`src/rtl/seq_shifter_pkg.sv`:
```
// Shared encodings for the sequential shift unit.
//   mode_e  : single-step operation selected at start (SRL/SLL/SRA/ROR).
//   state_e : control FSM states (idle, shifting, one-cycle completion).
package seq_shifter_pkg;

    typedef enum logic [1:0] {
        MODE_SRL = 2'b00,
        MODE_SLL = 2'b01,
        MODE_SRA = 2'b10,
        MODE_ROR = 2'b11
    } mode_e;

    typedef enum logic [1:0] {
        ST_IDLE  = 2'b00,
        ST_SHIFT = 2'b01,
        ST_DONE  = 2'b10
    } state_e;

endpackage

```
`src/rtl/seq_shifter_if.sv`:
```
// Request/response bundle between a controlling FSM and seq_shifter.
//   start, data_in, shamt, mode : request, driven by the master.
//   busy, done, result          : status and working register, driven by the shifter.
interface seq_shifter_if
    import seq_shifter_pkg::*;
#(
    parameter int unsigned WIDTH   = 64,
    parameter int unsigned SHAMT_W = $clog2(WIDTH)
);

    logic               start;
    logic [WIDTH-1:0]   data_in;
    logic [SHAMT_W-1:0] shamt;
    mode_e              mode;
    logic               busy;
    logic               done;
    logic [WIDTH-1:0]   result;

    modport master (
        output start, data_in, shamt, mode,
        input  busy, done, result
    );

    modport slave (
        input  start, data_in, shamt, mode,
        output busy, done, result
    );

endinterface

```
`src/rtl/seq_shifter_shift_step.sv`:
```
// Combinational single-position shifter.
//   in   : WIDTH-bit operand
//   mode : SRL / SLL / SRA / ROR
//   out  : operand moved by one bit position in the selected direction
// Each output bit is one 4:1 mux over its four candidate sources.
module shift_step
    import seq_shifter_pkg::*;
#(
    parameter int unsigned WIDTH = 64
) (
    output logic [WIDTH-1:0] out,
    input  logic [WIDTH-1:0] in,
    input  mode_e            mode
);

    for (genvar i = 0; i < WIDTH; i++) begin : g_bit
        logic srl_b;
        logic sll_b;
        logic sra_b;
        logic ror_b;

        if (i == WIDTH - 1) begin : g_msb
            assign srl_b = 1'b0;
            assign sra_b = in[WIDTH-1];  // sign replicates
            assign ror_b = in[0];        // LSB wraps around
        end else begin : g_low
            assign srl_b = in[i+1];
            assign sra_b = in[i+1];
            assign ror_b = in[i+1];
        end

        if (i == 0) begin : g_lsb
            assign sll_b = 1'b0;
        end else begin : g_high
            assign sll_b = in[i-1];
        end

        always_comb begin
            unique case (mode)
                MODE_SRL: out[i] = srl_b;
                MODE_SLL: out[i] = sll_b;
                MODE_SRA: out[i] = sra_b;
                MODE_ROR: out[i] = ror_b;
                default:  out[i] = srl_b;
            endcase
        end
    end

endmodule

```
`src/rtl/seq_shifter.sv`:
```
// Multi-cycle shift unit: shifts a WIDTH-bit operand by shamt positions, one per clock.
//   clk   : rising-edge clock
//   reset : asynchronous, active-high; discards any operation in flight
//   bus   : slave side of seq_shifter_if (start/data_in/shamt/mode in,
//           busy/done/result out)
// start is only honoured in ST_IDLE. done pulses for one cycle in ST_DONE; result
// holds its value from then until the next accepted start.
module seq_shifter
    import seq_shifter_pkg::*;
#(
    parameter int unsigned WIDTH   = 64,
    parameter int unsigned SHAMT_W = $clog2(WIDTH)
) (
    input logic          clk,
    input logic          reset,
    seq_shifter_if.slave bus
);

    state_e             state_q;
    logic [SHAMT_W-1:0] cnt_q;
    mode_e              mode_q;
    logic [WIDTH-1:0]   result_q;
    logic               busy_q;
    logic               done_q;
    logic [WIDTH-1:0]   step_out;

    shift_step #(
        .WIDTH (WIDTH)
    ) u_step (
        .out  (step_out),
        .in   (result_q),
        .mode (mode_q)
    );

    // busy/done are registered alongside the state so outputs never see inputs
    // combinationally.
    always_ff @(posedge clk or posedge reset) begin
        if (reset) begin
            state_q  <= ST_IDLE;
            cnt_q    <= '0;
            mode_q   <= MODE_SRL;
            result_q <= '0;
            busy_q   <= 1'b0;
            done_q   <= 1'b0;
        end else begin
            case (state_q)
                ST_IDLE: begin
                    if (bus.start) begin
                        result_q <= bus.data_in;
                        cnt_q    <= bus.shamt;
                        mode_q   <= bus.mode;
                        busy_q   <= 1'b1;
                        if (bus.shamt == '0) begin
                            state_q <= ST_DONE;
                            done_q  <= 1'b1;
                        end else begin
                            state_q <= ST_SHIFT;
                        end
                    end
                end
                ST_SHIFT: begin
                    result_q <= step_out;
                    cnt_q    <= cnt_q - SHAMT_W'(1);
                    // Leave on the last step so the counter never wraps.
                    if (cnt_q == SHAMT_W'(1)) begin
                        state_q <= ST_DONE;
                        done_q  <= 1'b1;
                    end
                end
                ST_DONE: begin
                    state_q <= ST_IDLE;
                    busy_q  <= 1'b0;
                    done_q  <= 1'b0;
                end
                default: begin
                    state_q <= ST_IDLE;
                    busy_q  <= 1'b0;
                    done_q  <= 1'b0;
                end
            endcase
        end
    end

    assign bus.busy   = busy_q;
    assign bus.done   = done_q;
    assign bus.result = result_q;

endmodule

```
`src/flat_wrapper.sv`:
```
// flat-port wrapper written by rule: the top's interface ports become plain ports
module seq_shifter_flat import seq_shifter_pkg::*;
#(
    parameter int unsigned WIDTH   = 64,
    parameter int unsigned SHAMT_W = $clog2(WIDTH)
)
  (clk, reset, bus_start, bus_data_in, bus_shamt, bus_mode, bus_busy, bus_done, bus_result);
  seq_shifter_if #(.WIDTH(WIDTH), .SHAMT_W(SHAMT_W)) bus_i ();
  input logic clk;
  input logic reset;
  input wire logic [$bits(bus_i.start)-1:0] bus_start;
  input wire logic [$bits(bus_i.data_in)-1:0] bus_data_in;
  input wire logic [$bits(bus_i.shamt)-1:0] bus_shamt;
  input wire logic [$bits(bus_i.mode)-1:0] bus_mode;
  output wire logic [$bits(bus_i.busy)-1:0] bus_busy;
  output wire logic [$bits(bus_i.done)-1:0] bus_done;
  output wire logic [$bits(bus_i.result)-1:0] bus_result;
  assign bus_i.start = bus_start;
  assign bus_i.data_in = bus_data_in;
  assign bus_i.shamt = bus_shamt;
  assign bus_i.mode = bus_mode;
  assign bus_busy = bus_i.busy;
  assign bus_done = bus_i.done;
  assign bus_result = bus_i.result;
  seq_shifter #(.WIDTH(WIDTH), .SHAMT_W(SHAMT_W)) u_core (.clk(clk), .reset(reset), .bus(bus_i));
endmodule
```
`config.mk`:
```
export PLATFORM = sky130hd
export DESIGN_NAME = seq_shifter_flat
export DESIGN_NICKNAME = d
export VERILOG_FILES = /design/src/rtl/seq_shifter_pkg.sv /design/src/rtl/seq_shifter_if.sv /design/src/rtl/seq_shifter_shift_step.sv /design/src/rtl/seq_shifter.sv /design/src/flat_wrapper.sv
export SDC_FILE = /design/constraint.sdc
export NUM_CORES = 1
export LEC_CHECK = 0
export CAP_MARGIN = 20
export CELL_PAD_IN_SITES_DETAIL_PLACEMENT = 1
export CELL_PAD_IN_SITES_GLOBAL_PLACEMENT = 1
export CORE_MARGIN = 2
export CORE_UTILIZATION = 38
export DETAILED_ROUTE_END_ITERATION = 16
export PLACE_DENSITY_LB_ADDON = 0.25
export SETUP_SLACK_MARGIN = 0.4
export SLEW_MARGIN = 20
export SYNTH_ARGS = -nofsm -noshare
export SYNTH_HDL_FRONTEND = slang
export SYNTH_HIERARCHICAL = 1
export SYNTH_SLANG_ARGS = --single-unit
```
`constraint.sdc`:
```
create_clock -name clk -period 6.6 [get_ports clk]
set_clock_uncertainty 0.05 [all_clocks]
set_input_delay 0.66 -clock clk [delete_from_list [all_inputs] [get_ports clk]]
set_output_delay 0.66 -clock clk [all_outputs]
set_load 0.005 [all_outputs]
```
==> results of run 1 <==
==> worst max-delay path, cell delays in order <==
cell             delay, ps
clkdlybuf4s50_1        560
nor2_1                 100
nor2_4                 110
buf_4                  500
buf_4                  650
o22ai_1                170
a21oi_1                160
==> worst paths after layout <==
path	start	to	slack (ps)	depth (start not counted)
worst max-delay path	bus_start	u_core/cnt_q[3]	3850	7
min in group asynchronous	reset	u_core/bus.result[22]	770	3
worst max register to register	u_core/state_q[0]	u_core/cnt_q[3]	4160	6
max in group asynchronous	reset	u_core/bus.result[37]	5190	3
worst min register to register	u_core/bus.busy	u_core/bus.busy	480	2
worst min-delay path	u_core/bus.busy	u_core/bus.busy	480	2
==> layout make-up <==
class,count,area [um2],share of cell area
multi-input combinational,376,2410,0.3856
sequential,76,1902,0.3043
timing repair buffer,147,1470,0.2352
clock buffer,14,254.0,0.04064
tap,147,183.9,0.02943
inverter,5,20.02,0.003203
clock inverter,2,10.01,0.001602
==> metal layers <==
layer,share of wire,up-vias,track usage
li1,-,1937,-
met1,0.47,1982,0.2848
met2,0.47,106,0.3377
met3,0.048,19,0.03600
met4,0.013,0,0.06260
met5,0,-,0
==> flip-flops by register name (all words and copies together), names as in the netlist <==
| name | flops |
|---|---|
| u_core/cnt_q | 6 |
| u_core/mode_q | 2 |
| u_core/bus.done | 1 |
| u_core/bus.result | 64 |
| u_core/state_q | 2 |
| u_core/bus.busy | 1 |
==> logic make-up after synthesis <==
family                   after synthesis
adder cells (fa/ha/maj)                2
multiplexers                          63
AND/OR/NAND/NOR                      226
AO/OA/AOI/OAI                         85
buffers and inverters                 44
flip-flops                            76
==> power by group through the flow <==
stage	Sequential, mW	Combinational, mW	Clock (mW)
floorplan	0.937	1.22	0
global route	1.04	1.95	0.481
finish	0.999	1.78	0.450
global placement	0.995	1.70	0
CTS	1.00	1.79	0.462
detailed placement	1.01	1.77	0
==> synth_stat cells, types with 2 or more instances <==
master	number
o22ai_1	3
o21ai_0	2
nor2_2	2
nand3b_1	4
a21oi_1	8
nand2_1	137
buf_1	3
buf_12	7
nor2_1	71
ha_1	2
dfrtp_1	76
a31oi_1	66
clkbuf_1	13
and2_1	2
mux2_4	58
inv_1	5
mux2_2	5
buf_2	15
==> per-stage QoR <==
stage / cells / util
after floorplan: 496 / -
after global placement: 750 / 0.5005
after detailed placement: 751 / 0.5022
after CTS: 767 / 0.5244
after global routing: 767 / 0.5247
final: 767 / 0.5247
==> run metrics, run 1 <==
Psw 1.171 mW; async set-or-reset flop fraction in the synthesized netlist 1.000; CP Capture Type register; main combinational cell family by area after synthesis multiplexers; combinational share of power 0.551; Die W 114.1 um; Peak VDD IR 181.7 uV; Pwr Total 3.229 mW; drt via density 5.272; die footprint 13020 um2; DP HPWL 8981 um; CTS tree done; Highest Clock Rate 363.8 MHz; Internal Power 2.058 mW; post-synthesis sequential area ratio 0.4129; Ant. Diodes 0; MaxCap Viol Count 0; Sw Share 0.3626; synthesized instance count 496; Worst Hold Class register to register; Worst Path Class, Setup primary input to register; share of layout cells above drive strength 1 0.1452; Relative slew margins 0.4745; First DRT Iteration DRCs 211; Clk pin slew, worst setup/hold paths 60 ps; CTS Buf Count 9; post-synthesis register bit count 76; pwr dens 516.6 nW/um2; largest net degree at the start of global routing 77; Synth Area in Compound Gates 0.1149; Setup Slack @ Placement 3510 ps; RSZ-0062 raised after global routing false; Final WS setup 3852 ps; post-route antenna net violation count 0; placed cell area 5982 um2; WL final 13300 um; CP Max Fanout 70; die height 114.1 um; routability cong. 0.7596; clk root buf clkbuf_16; # rows 40; Final Cell Area 6250 um2; Setup Fix Bufs, Post-CTS 0; most common cell after layout, fill and taps aside clkdlybuf4s50_1; number of global-route vias before repair 4232; period utilization 0.4164; P&R area growth vs syn 35.70%; area share of fa/ha/maj cells after synthesis 0.005433; startpoint type of the worst setup path primary input; final hold violation count 0; CP required 6800 ps; max-slew violations 0; DRC viols 0; YS warnings 6; # port buffers 140; Remaining Overflow, GRT 0; Initial Util 0.3867; clk buf depth 2; XOR/XNOR share of the synthesized area 0; Final nets 692; crit path DAT 2950 ps; Filler cells 1370; status finished, final reports clean; I/O pin count 141; initial antenna violation count 0; Yosys cell types 35; Sequential Power Share 0.309; Synth Net Count 573; Hold-fix buffers, CTS 0; H-tree Lvls 3; worst-margin pin slew 786.4 ps; Hold Slack 480.1 ps; Synth Area in Simple Gates 0.1991; synth top area cells dfrtp_1 41%, mux2_4 19%, nand2_1 11%, a31oi_1 9.0%, nor2_1 5.8%; Post-synth EDFFs 0; clk sinks 76; Post-Syn Area per Cell 9.286 um2; Core ar. 11910 um2; clock share of power 0.139; Clock Latency Late Sink 340 ps; Yosys top cell by area dfrtp_1; Setup TNS 0 ps; top_reg_cell synth dfrtp_1; number of gates resized after cts 0; post-synthesis mux area share 0.2013; endpoints failing setup 0; top cell type's share of synthesized area 0.4129; drt pass-1 iters 6; Leak 2.747 nW; gr usage total 0.2077; most frequent cells in the layout 140 x clkdlybuf4s50_1, 137 x nand2_1, 76 x dfrtp_1; vias 4044; Netlist Area Pre-Place 4606 um2; average wire per standard cell 17.34 um; first-pass GRT wire length 21610 um; Tmin final 2748 ps
Note: power is estimated with default switching activity, not from simulation.
==> inputs of run 2 (changes only) <==
CORE_UTILIZATION = 35   (was 38)
clock period = 2.6 ns   (was 6.6 ns; I/O delays follow)
==> run metrics, run 2 (synthesis results as in run 1) <==
CP required 2780 ps (was 6800 ps); gr usage total 0.1978 (was 0.2077); CP Capture Type register (unchanged); H-tree Lvls 3 (unchanged); clock share of power 0.166 (was 0.139); met2 Use GR 0.3236 (was 0.3377); largest net degree at the start of global routing 56 (was 77); Internal Power 5.517 mW (was 2.058 mW); critical path's slowest cell dfrtp_1 (was buf_4); P&R area growth vs syn 39.66% (was 35.70%); worst r2r path cells 4 (was 6); R2R Path Start u_core/state_q[1] (was u_core/state_q[0]); die footprint 14090 um2 (was 13020 um2); Final Non-Filler Cells 796 (was 767); CP top delay family flip-flops (was buffers and inverters); average wire per standard cell 17.12 um (was 17.34 um); Ant. Diodes 0 (unchanged); first-pass GRT wire length 22470 um (was 21610 um); clk buf depth 2 (unchanged); Initial Util 0.3620 (was 0.3867); Hold Slack 212.8 ps (was 480.1 ps); vias 4086 (was 4044); Core ar. 12720 um2 (was 11910 um2); crit path DAT 2020 ps (was 2950 ps); Hold-fix buffers, CTS 0 (unchanged); CP Capture Point u_core/bus.result[34] (was u_core/cnt_q[3]); Tmin final 1839 ps; Reg2Reg Setup Slack 760 ps (was 4160 ps); share of layout cells above drive strength 1 0.1571 (was 0.1452); combinational share of power 0.536 (was 0.551); clk root buf clkbuf_16 (unchanged); # placed instances 780 (was 751); max-slew violations 0 (unchanged); routability cong. 0.8188 (was 0.7596); GR Util met1 0.2546 (was 0.2848); most frequent cells in the layout 140 x clkdlybuf4s50_1, 137 x nand2_1, 76 x dfrtp_1 (unchanged); max FFs per register 64 (unchanged); Peak VDD IR 600.4 uV (was 181.7 uV); r2r endpoint u_core/bus.result[34] (was u_core/cnt_q[3]); Remaining Overflow, GRT 0 (unchanged); crit-path cells or2b_2 > buf_4 > nand2_1 > a31oi_1 (was clkdlybuf4s50_1 > nor2_1 > nor2_4 > buf_4 > buf_4 > o22ai_1 > a21oi_1); # port buffers 140 (unchanged); First DRT Iteration DRCs 295 (was 211); status finished, final reports clean (unchanged); Sequential Power Share 0.298 (was 0.309); initial antenna violation count 0 (unchanged); DRC viols 0 (unchanged); final hold violation count 0 (unchanged); Die W 118.7 um (was 114.1 um); Leak 2.820 nW (was 2.747 nW); most common cell after layout, fill and taps aside clkdlybuf4s50_1 (unchanged); number of gates resized after cts 0 (unchanged); Worst Path Class, Setup register to register (was primary input to register); pwr dens 1325 nW/um2 (was 516.6 nW/um2); die height 118.7 um (was 114.1 um); RSZ-0062 raised after global routing false (unchanged); worst-margin pin slew 460.4 ps (was 786.4 ps); Slowest Stage Delay on Critical Path 600 ps (was 650 ps); Clk pin slew, worst setup/hold paths 60 ps (about the same); WL final 13630 um (was 13300 um); number of global-route vias before repair 4324 (was 4232); drt pass-1 iters 4 (was 6); Pwr Total 8.525 mW (was 3.229 mW); final core utilization 0.5056 (was 0.5247); Psw 3.008 mW (was 1.171 mW); Most Used Layer, Global Route met2 (unchanged); Sw Share 0.3529 (was 0.3626); period utilization 0.7073; # rows 41 (was 40); Relative slew margins 0.6931 (was 0.4745); Worst Hold Class primary input to async pin (was register to register); MaxCap Viol Count 0 (unchanged); Highest Clock Rate 543.8 MHz; startpoint type of the worst setup path register (was primary input); CTS Buf Count 9 (unchanged); Final nets 696 (was 692); clk sinks 76 (unchanged); drt via density 5.133 (was 5.272); crit path from u_core/state_q[1] (was bus_start); met3 Resource Use GR 0.04344 (was 0.03600); critical path depth in cells 4 (was 7); CP bufs+invs 1 (was 3); CTS tree done (unchanged); CP Max Fanout 22 (was 70); Setup Fix Bufs, Post-CTS 0 (unchanged); post-route antenna net violation count 0 (unchanged); Clock Latency Late Sink 340 ps (about the same); endpoints failing setup 0 (unchanged); Setup TNS 0 ps (unchanged); DP HPWL 9426 um (was 8981 um); I/O pin count 141 (unchanged)
==> run 2: power by group through the flow <==
| stage | logic, mW | clock network [mW] | registers (mW) |
|---|---|---|---|
| floorplan | 3.09 | 0 | 2.38 |
| global placement | 4.41 | 0 | 2.53 |
| detailed placement | 4.58 | 0 | 2.56 |
| CTS | 4.63 | 1.45 | 2.55 |
| global route | 5.01 | 1.49 | 2.64 |
| finish | 4.57 | 1.41 | 2.54 |
==> run 2: worst reg2reg max path: cells and delay by family (launching register included) <==
family	cells	cell delay, ps
buf+inv	1	340
flops	1	600
compound gates	1	260
simple gates	2	490
==> run 2: worst min path at each step <==
stage / to / startpoint / depth (start not counted) / slack [ps]
2_1_floorplan: u_core/mode_q[0] / bus_mode[0] / 2 / 320
3_3_place_gp: u_core/mode_q[0] / u_core/mode_q[0] / 2 / 460
3_5_place_dp: u_core/mode_q[0] / u_core/mode_q[0] / 2 / 470
4_1_cts: u_core/bus.result[19] / reset / 2 / 210
5_1_grt: u_core/bus.result[63] / reset / 2 / 260
6_report: u_core/bus.result[19] / reset / 2 / 210
==> run 2: cell type report <==
cell class / count / area (um2)
clock buffers: 12 / 266.5
clock inverters: 4 / 70.07
fillers: 1487 / 6290
inverters: 5 / 22.52
multi-input cells: 376 / 2410
flip-flops and latches: 76 / 1902
well taps: 172 / 215.2
repair buffers: 151 / 1546
==> run 2: layer usage <==
metal	part of all wire	routed length (um)
met5	0	0
met4	0.020	277
met3	0.053	724
met2	0.47	6449
met1	0.45	6180
==> run 2: per-stage QoR <==
stage / area (um2) / worst slack [ps]
after global placement: 6096 / 762.3
final: 6432 / 760.9
after global routing: 6432 / 657.7
after detailed placement: 6096 / 621.9
after floorplan: 4609 / 1045
after CTS: 6432 / 776.6
==> inputs of run 3 (changes only) <==
CORE_UTILIZATION = 32   (was 35)
clock period = 1.63 ns   (was 2.6 ns; I/O delays follow)
==> run metrics, run 3 (synthesis results as in run 1) <==
status finished, final reports clean (unchanged); CP required 1800 ps (was 2780 ps); CTS Buf Count 9 (unchanged); most common cell after layout, fill and taps aside nand2_1 (was clkdlybuf4s50_1); Die W 124.0 um (was 118.7 um); max-slew violations 0 (unchanged); Sw Share 0.3679 (was 0.3529); endpoints failing setup 0 (unchanged); Setup Slack @ Placement -237.1 ps (was 621.9 ps); # placed instances 795 (was 780); clk sinks 76 (unchanged); Clock Latency Late Sink 340 ps (about the same); P&R area growth vs syn 70.39% (was 39.66%); clk root buf clkbuf_16 (unchanged); crit path from u_core/mode_q[1] (was u_core/state_q[1]); largest net degree at the start of global routing 75 (was 56); crit-path cells nor2b_4 > buf_8 > clkbuf_16 > mux2_4 > nand2_2 > a31oi_1 (was or2b_2 > buf_4 > nand2_1 > a31oi_1); Worst Path Class, Setup register to register (unchanged); Core ar. 13990 um2 (was 12720 um2); First DRT Iteration DRCs 249 (was 295); Clk pin slew, worst setup/hold paths 60 ps (about the same); vias 4687 (was 4086); Slowest Stage Delay on Critical Path 410 ps (was 600 ps); I/O pin count 141 (unchanged); period utilization 0.9686 (was 0.7073); initial antenna violation count 0 (unchanged); RSZ-0062 raised after global routing true (was false); Highest Clock Rate 633.4 MHz (was 543.8 MHz); Hold-fix buffers, CTS 0 (unchanged); CTS tree done (unchanged); Remaining Overflow, GRT 0 (unchanged); first-pass GRT wire length 26770 um (was 22470 um); average wire per standard cell 20.05 um (was 17.12 um); combinational share of power 0.667 (was 0.536); Initial Util 0.3292 (was 0.3620); drt via density 5.168 (was 5.133); Pwr Total 16.50 mW (was 8.525 mW); Final Non-Filler Cells 907 (was 796); critical path's slowest cell dfrtp_1 (unchanged); CP Max Fanout 7 (was 22); crit path DAT 1750 ps (was 2020 ps); R2R Path Start u_core/mode_q[1] (was u_core/state_q[1]); Worst Hold Class primary input to async pin (unchanged); final hold violation count 0 (unchanged); Final WS setup 51.12 ps (was 760.9 ps); post-route antenna net violation count 0 (unchanged); clk buf depth 2 (unchanged); Psw 6.071 mW (was 3.008 mW); DP HPWL 9444 um (was 9426 um); die footprint 15370 um2 (was 14090 um2); CP Capture Type register (unchanged); Final nets 799 (was 696); WL final 18190 um (was 13630 um); gr usage total 0.2310 (was 0.1978); share of layout cells above drive strength 1 0.3563 (was 0.1571); startpoint type of the worst setup path register (unchanged); clock share of power 0.114 (was 0.166); Peak VDD IR 757.2 uV (was 600.4 uV); MaxCap Viol Count 0 (unchanged); routability cong. 0.8779 (was 0.8188); Relative slew margins 0.7195 (was 0.6931); max FFs per register 64 (unchanged); drt pass-1 iters 4 (unchanged); Leak 3.586 nW (was 2.820 nW); Final Cell Area 7848 um2 (was 6432 um2); Setup TNS 0 ps (unchanged); placed cell area 6248 um2 (was 6096 um2); pwr dens 2103 nW/um2 (was 1325 nW/um2); H-tree Lvls 3 (unchanged); die height 124.0 um (was 118.7 um); number of global-route vias before repair 4906 (was 4324); most frequent cells in the layout 89 x nand2_1, 76 x dfrtp_1, 74 x clkdlybuf4s50_1 (was 140 x clkdlybuf4s50_1, 137 x nand2_1, 76 x dfrtp_1); Internal Power 10.43 mW (was 5.517 mW); # port buffers 140 (unchanged); Tmin final 1579 ps (was 1839 ps); Sequential Power Share 0.218 (was 0.298); DRC viols 0 (unchanged); # rows 43 (was 41); worst-margin pin slew 417.3 ps (was 460.4 ps); Ant. Diodes 0 (unchanged)
==> run 3: final timing paths <==
kind	end	slack (ps)	cells after the start
min in group clk	u_core/bus.result[6]	330	3
hold / removal	u_core/bus.result[19]	110	2
setup reg to reg	u_core/bus.result[5]	50	6
setup / recovery	u_core/bus.result[5]	50	6
max in group asynchronous	u_core/cnt_q[0]	910	3
hold reg to reg	u_core/bus.done	490	2
==> run 3: cell type report <==
class	instances	area, um2
inverters	5	25.02
repair buffers	254	2811
clock buffers	14	254.0
multi-input cells	376	2620
fillers	1562	6141
flip-flops and latches	76	1902
clock inverters	2	10.01
well taps	180	225.2
==> run 3: repair_timing <==
item,in CTS,in global routing
gates resized for setup,113,96
setup endpoints to repair,139,110
pin swaps,5,31
setup buffers,76,2
cloned,10,8
==> run 3: through the flow <==
step                      hold slack, ps  utilization
after floorplan                    218.4            -
after global placement             436.1       0.4467
after detailed placement           457.5       0.4467
after CTS                          109.8       0.5303
after global routing               130.5       0.5610
final                              109.3       0.5610
==> run 3: power by group through the flow <==
| stage | Combinational (mW) | Clock (mW) | Sequential (mW) |
|---|---|---|---|
| detailed placement | 7.52 | 0 | 4.06 |
| global route | 11.8 | 2.00 | 3.72 |
| global placement | 7.25 | 0 | 4.01 |
| CTS | 9.90 | 1.91 | 3.54 |
| finish | 11.0 | 1.89 | 3.60 |
| floorplan | 4.97 | 0 | 3.79 |
==> run 3: routing by layer <==
| metal | global-route usage | vias to the layer above | part of all wire |
|---|---|---|---|
| met5 | 0 | - | 0 |
| met4 | 0.08287 | 0 | 0.021 |
| met3 | 0.03205 | 25 | 0.041 |
| met2 | 0.4172 | 111 | 0.52 |
| met1 | 0.2796 | 2388 | 0.42 |
| li1 | - | 2163 | - |
==> run 3: critical path: cells and delay by family, from the launching register on <==
kind / cells / cell delay [ps]
and+or+nand+nor: 2 / 250
DFF: 1 / 410
AOI/OAI and AO/OA: 1 / 80
buffers and inverters: 2 / 350
muxes: 1 / 300
